`src/rtl/alu_arbiter.sv`:
```
// Round-robin arbiter sharing one registered ALU among NUM_REQ requesters.
// Latency: accept -> EXEC (1 cycle) -> RESP; response visible one edge after EXEC.
// Backpressure: RESP holds until rsp_ready; no new accept until the response is taken.

module alu (
    input  logic [31:0] a,
    input  logic [31:0] b,
    input  logic [2:0]  opcode,
    output logic [31:0] result,
    output logic        zero
);

    always_comb begin
        result = '0;
        case (opcode)
            3'b000:  result = a + b;
            3'b001:  result = a - b;
            3'b010:  result = a & b;
            3'b011:  result = a | b;
            3'b100:  result = a ^ b;
            3'b101:  result = a << b[4:0];
            3'b110:  result = a >> b[4:0];
            default: result = {31'd0, $signed(a) < $signed(b)};
        endcase
        zero = (result == '0);
    end

endmodule

module alu_arbiter #(
    parameter  int NUM_REQ = 4,
    localparam int ID_W    = (NUM_REQ > 2) ? $clog2(NUM_REQ) : 1
) (
    input  logic                   clk,
    input  logic                   rst_n,
    input  logic [NUM_REQ-1:0]     req_valid,
    output logic [NUM_REQ-1:0]     req_ready,
    input  logic [NUM_REQ*32-1:0]  req_a,
    input  logic [NUM_REQ*32-1:0]  req_b,
    input  logic [NUM_REQ*3-1:0]   req_opcode,
    output logic                   rsp_valid,
    input  logic                   rsp_ready,
    output logic [ID_W-1:0]        rsp_id,
    output logic [31:0]            rsp_result,
    output logic                   rsp_zero,
    output logic                   busy
);

    typedef enum logic [1:0] {IDLE, EXEC, RESP} state_t;

    state_t            state_q, state_d;
    logic [ID_W-1:0]   rr_ptr, grant_id, next_ptr, cand;
    logic              grant_vld, accept;
    logic [31:0]       a_arr [NUM_REQ];
    logic [31:0]       b_arr [NUM_REQ];
    logic [2:0]        op_arr[NUM_REQ];
    logic [31:0]       op_a, op_b, alu_result;
    logic [2:0]        op_code;
    logic [ID_W-1:0]   op_id;
    logic              alu_zero;

    always_comb begin
        for (int i = 0; i < NUM_REQ; i++) begin
            a_arr[i]  = req_a[32*i +: 32];
            b_arr[i]  = req_b[32*i +: 32];
            op_arr[i] = req_opcode[3*i +: 3];
        end
    end

    // Walk upward from rr_ptr with wrap; first valid requester wins.
    always_comb begin
        grant_vld = 1'b0;
        grant_id  = '0;
        cand      = rr_ptr;
        for (int k = 0; k < NUM_REQ; k++) begin
            if (!grant_vld && req_valid[cand]) begin
                grant_vld = 1'b1;
                grant_id  = cand;
            end
            cand = (cand == ID_W'(NUM_REQ - 1)) ? '0 : cand + ID_W'(1);
        end
        next_ptr = (grant_id == ID_W'(NUM_REQ - 1)) ? '0 : grant_id + ID_W'(1);
    end

    always_comb begin
        state_d   = state_q;
        req_ready = '0;
        accept    = 1'b0;
        case (state_q)
            IDLE: begin
                // Gated by rst_n so no grant is ever offered while reset is held.
                if (grant_vld && rst_n) begin
                    accept  = 1'b1;
                    state_d = EXEC;
                    for (int i = 0; i < NUM_REQ; i++)
                        req_ready[i] = (grant_id == ID_W'(i));
                end
            end
            EXEC:    state_d = RESP;
            RESP:    if (rsp_ready) state_d = IDLE;
            default: state_d = IDLE;
        endcase
    end

    always_ff @(posedge clk or negedge rst_n) begin
        if (!rst_n) begin
            state_q    <= IDLE;
            rr_ptr     <= '0;
            op_a       <= '0;
            op_b       <= '0;
            op_code    <= '0;
            op_id      <= '0;
            rsp_id     <= '0;
            rsp_result <= '0;
            rsp_zero   <= 1'b0;
        end else begin
            state_q <= state_d;
            if (accept) begin
                op_a    <= a_arr[grant_id];
                op_b    <= b_arr[grant_id];
                op_code <= op_arr[grant_id];
                op_id   <= grant_id;
                rr_ptr  <= next_ptr;
            end
            if (state_q == EXEC) begin
                rsp_result <= alu_result;
                rsp_zero   <= alu_zero;
                rsp_id     <= op_id;
            end
        end
    end

    alu u_alu (
        .a      (op_a),
        .b      (op_b),
        .opcode (op_code),
        .result (alu_result),
        .zero   (alu_zero)
    );

    assign rsp_valid = (state_q == RESP);
    assign busy      = (state_q != IDLE);

endmodule

```
`config.mk`:
```
export PLATFORM = sky130hd
export DESIGN_NAME = alu_arbiter
export DESIGN_NICKNAME = d
export VERILOG_FILES = /design/src/rtl/alu_arbiter.sv
export SDC_FILE = /design/constraint.sdc
export NUM_CORES = 1
export LEC_CHECK = 0
export CORE_ASPECT_RATIO = 1.4
export CORE_MARGIN = 1
export CORE_UTILIZATION = 51
export CTS_BUF_LIST = sky130_fd_sc_hd__clkbuf_4
export DETAILED_ROUTE_END_ITERATION = 16
export PLACE_DENSITY = 0.77
export SKIP_CTS_REPAIR_TIMING = 1
export SLEW_MARGIN = 15
export SYNTH_ARGS = -nofsm -noshare
export SYNTH_HDL_FRONTEND = slang
export SYNTH_HIERARCHICAL = 1
export SYNTH_SLANG_ARGS = --single-unit
```
`constraint.sdc`:
```
create_clock -name clk -period 9.17 [get_ports clk]
set_clock_uncertainty 0.05 [all_clocks]
set_input_delay 0.917 -clock clk [delete_from_list [all_inputs] [get_ports clk]]
set_output_delay 0.917 -clock clk [all_outputs]
set_load 0.02 [all_outputs]
```
Yosys cells after proc, flatten, opt, wreduce, memory -nomap -nowiden
Cells that the tools add are included.

storage, ports and cells
  bits in registers = 108
  input bits = 275
  logic and storage cells = 93

cells by class
  $add $sub $neg = 6
  $lt $le $gt $ge = 6
  eq/ne operators = 16
  shifts and indexed selects = 2
  mux-type cells = 37
  bitwise gates (word level) = 4
  reductions and logical operators = 13

operators by type and width
  cell                                                        count
  case mux 32 bit (7 select lines)                            1
  binary-select mux 32 bit (select 2 bit)                     2
  two-way mux 32 bit                                          4
  adder 32 bit                                                1
  AND 32 bit                                                  1
  logical NOT 32 bit                                          1
  less-than comparator 32 bit                                 1
  bitwise OR 32 bit                                           1
  left shift 32 x 5 -> 32 bit                                 1
  >> shifter 32 x 5 -> 32 bit                                 1
  subtractor 32 bit                                           1
  XOR 32 bit                                                  1
  two-way mux 2 bit                                           10
  == test 2 bit, second input constant                        6
  less-than comparator 2 x 3 -> 1 bit, second input constant  4
  two-way mux 1 bit                                           10
  == test 3 bit, second input constant                        3
  adder 2 x 1 -> 2 bit, second input constant                 4
  binary-select mux 1 bit (select 2 bit)                      4
  two-way mux 4 bit                                           2
  binary-select mux 3 bit (select 2 bit)                      1
  == test 3 x 2 -> 1 bit, second input constant               2
  two-way mux 3 bit                                           2
  case mux 2 bit (3 select lines)                             1
  other kinds (12)                                            19

Longest topological paths before layout
  depth after elaboration = 16
  depth in mapped cells = 20
  depth with buffers taken out = 16

Hierarchy
The synthesis kept the hierarchy.

by module, submodules not included
  module       times used  cells each  area each (um2)
  alu          1           1,354       9,290.2
  alu_arbiter  1           524         5,980.7

Least setup slack after synthesis
Ideal clock, no wire load.

  path type = register to register
  start = register op_b[2]
  end = register rsp_zero
  library setup time = 0.065 ns
  arrival time = 6.158 ns
  required time = 9.055 ns
  slack = 2.897 ns
  cell stages (with the launch flop) = 20
  clock period less this slack = 6.273 ns
  cells stage by stage = dfrtp_1 -> inv_1 -> buf_2 -> buf_1 -> clkbuf_1 -> buf_1 -> buf_1 -> ha_1 -> xor2_1 -> mux2i_1 -> a22oi_1 -> nor2_1 -> or4_4 -> or3_1 -> or4_1 -> or4_1 -> or4_1 -> or4_1 -> nor4_2 -> mux2_2

between the ends
  word-level cells in the longest chain between the ends = 3

ends and longest elaborated chain
  item                                       RTL line  text
  start: declaration                         57        logic [31:0] op_a, op_b, alu_result;
  start signal: assignment                   120       op_b <= b_arr[grant_id];
  subtractor 32 bit (tied with other cells)  17        3'b001: result = a - b;
  case mux 32 bit (7 select lines) *         15        case (opcode)
  named net alu_result[2]                    57
  logical NOT 32 bit *                       25        zero = (result == '0);
  named net alu_zero                         60        logic alu_zero;
  end signal: assignment                     127       rsp_zero <= alu_zero;
  end: declaration                           45        output logic rsp_zero,

Mark *: on every way through the listed nets, which the timed path passes. The rest lies on a longest branch.
A chain may end at the register's enable or synchronous reset.

Worst setup path in the final report
  start = register op_b[1]
  end = register rsp_zero

between the ends
  word-level cells in the longest chain between the ends = 3

ends and longest elaborated chain
  item                                       RTL line
  subtractor 32 bit (tied with other cells)  17
  case mux 32 bit (7 select lines) *         15
  logical NOT 32 bit *                       25
  named net alu_zero                         60

Marks and branches as above.

==> results.ini <==
[outcome]
status=finished, final reports clean

[sta]
layout_setup_ws_ns=2.966
min_period_ns=6.204
tns_ns=0
final_hold_viol_count=0
tightest_slew_ns=1.223
clock.fmax_mhz=161.2
finalCritPeriodShare=0.6766
drv_slew=0
rsz0062_at_grt=no
final-setup-viol-count=0
maxSlewHeadroom=0.1634

[grt]
antenna_found_initial=2
grt_start_max_net_pins=138
grt_remaining_overflow=0
grt_pass1_wl_mm=96.90
track_usage=0.4173
grt_pass1_vias=16360

[synth]
yosysTopAreaCell=dfrtp_1
synthDistinctLibCells=85
synth_top_flop_cell=dfrtp_1
yosysWarnings=6
synthesis.area_um2=15270
syn_inst=1878
yosysSeqAreaShare=0.1770
netlist.area_leader.share=0.1770
ys_top_cells_by_area=dfrtp_1 (18%), mux2i_1 (13%), ha_1 (8.8%)
synth_nets=2263
yosysMostFrequentCell=mux2i_1
synth_seq_cells=108
ys_async_sr_fraction=1.000
ys_top_cells_by_count=mux2i_1 (195), nand2_1 (189), nor2_1 (161)
synth_edf_count=0
avgSynthCellArea_um2=8.131

[worst_setup_path]
worst_ep_required_time_ns=9.63
regToRegSetupSlack_ns=2.97
crit_arrival_ns=6.66
start_kind=register
crit_fanout=65
timing.rr.end=rsp_zero
path_class=register to register
setup.worst_path.end_class=register
reg2reg_from=op_b[1]
worst_r2r_path_depth=16

[detailed_routing]
wire_per_inst_um=26.25
vias=17000
vias_per_cell=6.887
ant_nets=0
dr_wl_met3_mm=6.576
wl_met1_mm=24.23
drt-initial-drc-count=2098
routed_wl_mm=64.77
dr.pass1.iters=6
wl_met2_mm=29.52
top_layer_used=met5
drc=0

[layout]
synthToLayoutAreaGrowth_pct=22.03
final_area_um2=18640
fin_nets=2467
finalNonFillerCells=2468
layout-drive-gt1-share=0.09296

[placed_design]
place_area_um2=18520
dp_slack_ns=3.178
port_buffers=315
place_congestion=1.131
placed_cells=2451
post-dp-hpwl_mm=49.68

[power_and_ir_drop]
power.leakage_nw=8.049
power_w=0.008699
power_density_nw_per_um2=466.8
peakVddDrop_uv=388.5

[floorplan]
dieArea_um2=30650
die_y_um=206.7
die_w_um=148.2
core_area_um2=29350
start_util=0.5203
rows=74
pin_count=316

[clock_network]
worst_skew_pair.late_latency_ns=0.55
htree_levels=3
cts_made_buffers=9
cts_tree=done
clock_sinks=108
cts_buffer_depth=2
clock-root-buffer=clkbuf_4
path_clk_slew_ns=0.19

[min_path]
min_to=op_id[1]
hold_depth=2
hp-class=register to register
worstHoldStart=op_id[1]

[run]
cap_viol_max_count=0

[stage by stage]
step	util	hold WS [ns]
floorplan	-	0.3926
global placement	0.6310	0.4062
detailed placement	0.6310	0.4270
CTS	0.6348	0.4658
global route	0.6349	0.5001
finish	0.6349	0.4698
[state kept, by name (all words and copies together) (netlist names)]
signal and flops:
rsp_zero 1, op_code 3, op_b 32, rsp_result 32, rsp_id 2, op_id 2, op_a 32, rr_ptr 2
state_q 2
[worst max-delay path by stage]
stage          slack [ns]  endpoint  depth (start not counted)    start
2_1_floorplan        2.90  rsp_zero                         19  op_b[2]
3_3_place_gp         3.31  rsp_zero                         16  op_b[1]
3_5_place_dp         3.18  rsp_zero                         16  op_b[1]
4_1_cts              3.14  rsp_zero                         16  op_b[1]
5_1_grt              2.67  rsp_zero                         16  op_b[1]
6_report             2.97  rsp_zero                         16  op_b[1]
[report_power, final]
group	switching, W	internal (W)
Clock	0.000186	0.0000589
Combinational	0.00445	0.00281
Sequential	0.000481	0.000710
[worst max-delay path: stages, from the launching register on]
cell       delay (ns)
dfrtp_2          0.42
buf_4            0.33
inv_1            0.12
buf_4            0.53
ha_1             0.38
nor2_1           0.15
o311ai_0         0.29
a2111oi_0        1.11
o31ai_1          0.21
o311ai_0         0.34
nand3_1          0.15
a211o_1          0.23
or4_1            0.51
or4_1            0.55
or4_1            0.43
nor4_2           0.13
mux2_2           0.18
[cell families (layout without fill, tap and decap cells)]
kind of cell               after synthesis  after routing  synth area share
DFF                                    108            108            0.1770
other                                    0              1                 0
muxes                                  308            308            0.2355
and+or+nand+nor                        534            534            0.1622
buffers and inverters                  256            465           0.06948
xor gates and xnor gates                21             21           0.01204
AOI/OAI and AO/OA                      541            541            0.2527
adders and majority gates              110            110           0.09111
[cell type report]
| class | count | area [um^2] |
|---|---|---|
| inverter | 107 | 401.6 |
| tap | 380 | 475.5 |
| multi-input combinational | 1514 | 11570 |
| timing repair buffer | 342 | 3366 |
| antenna | 1 | 2.502 |
| sequential | 108 | 2709 |
| fill | 2638 | 10720 |
| clock buffer | 10 | 75.07 |
| clock inverter | 6 | 38.79 |
[layout by cell type (no fill, tap or decap), drive strengths merged, types with 17 or more instances in the layout]
cell type	netlist	final
clkdlybuf4s50	0	314
mux2i	195	195
nand2	189	189
nor2	161	161
a21oi	111	111
ha	108	108
dfrtp	108	108
inv	107	108
o21ai	81	81
mux2	81	81
o221ai	75	75
a211oi	36	36
mux4	32	32
o211ai	31	31
nand3	28	28
buf	61	28
nor3	27	27
nand2b	21	21
xnor2	19	19
o22ai	18	18
a21o	18	18
a31oi	17	17
[routing by layer]
metal / up-vias / GRT usage
li1: 7449 / -
met1: 8096 / 0.5084
met2: 1156 / 0.6740
met3: 295 / 0.08703
met4: 2 / 0.2570
met5: - / 0
Note: power is estimated with default switching activity, not from simulation.
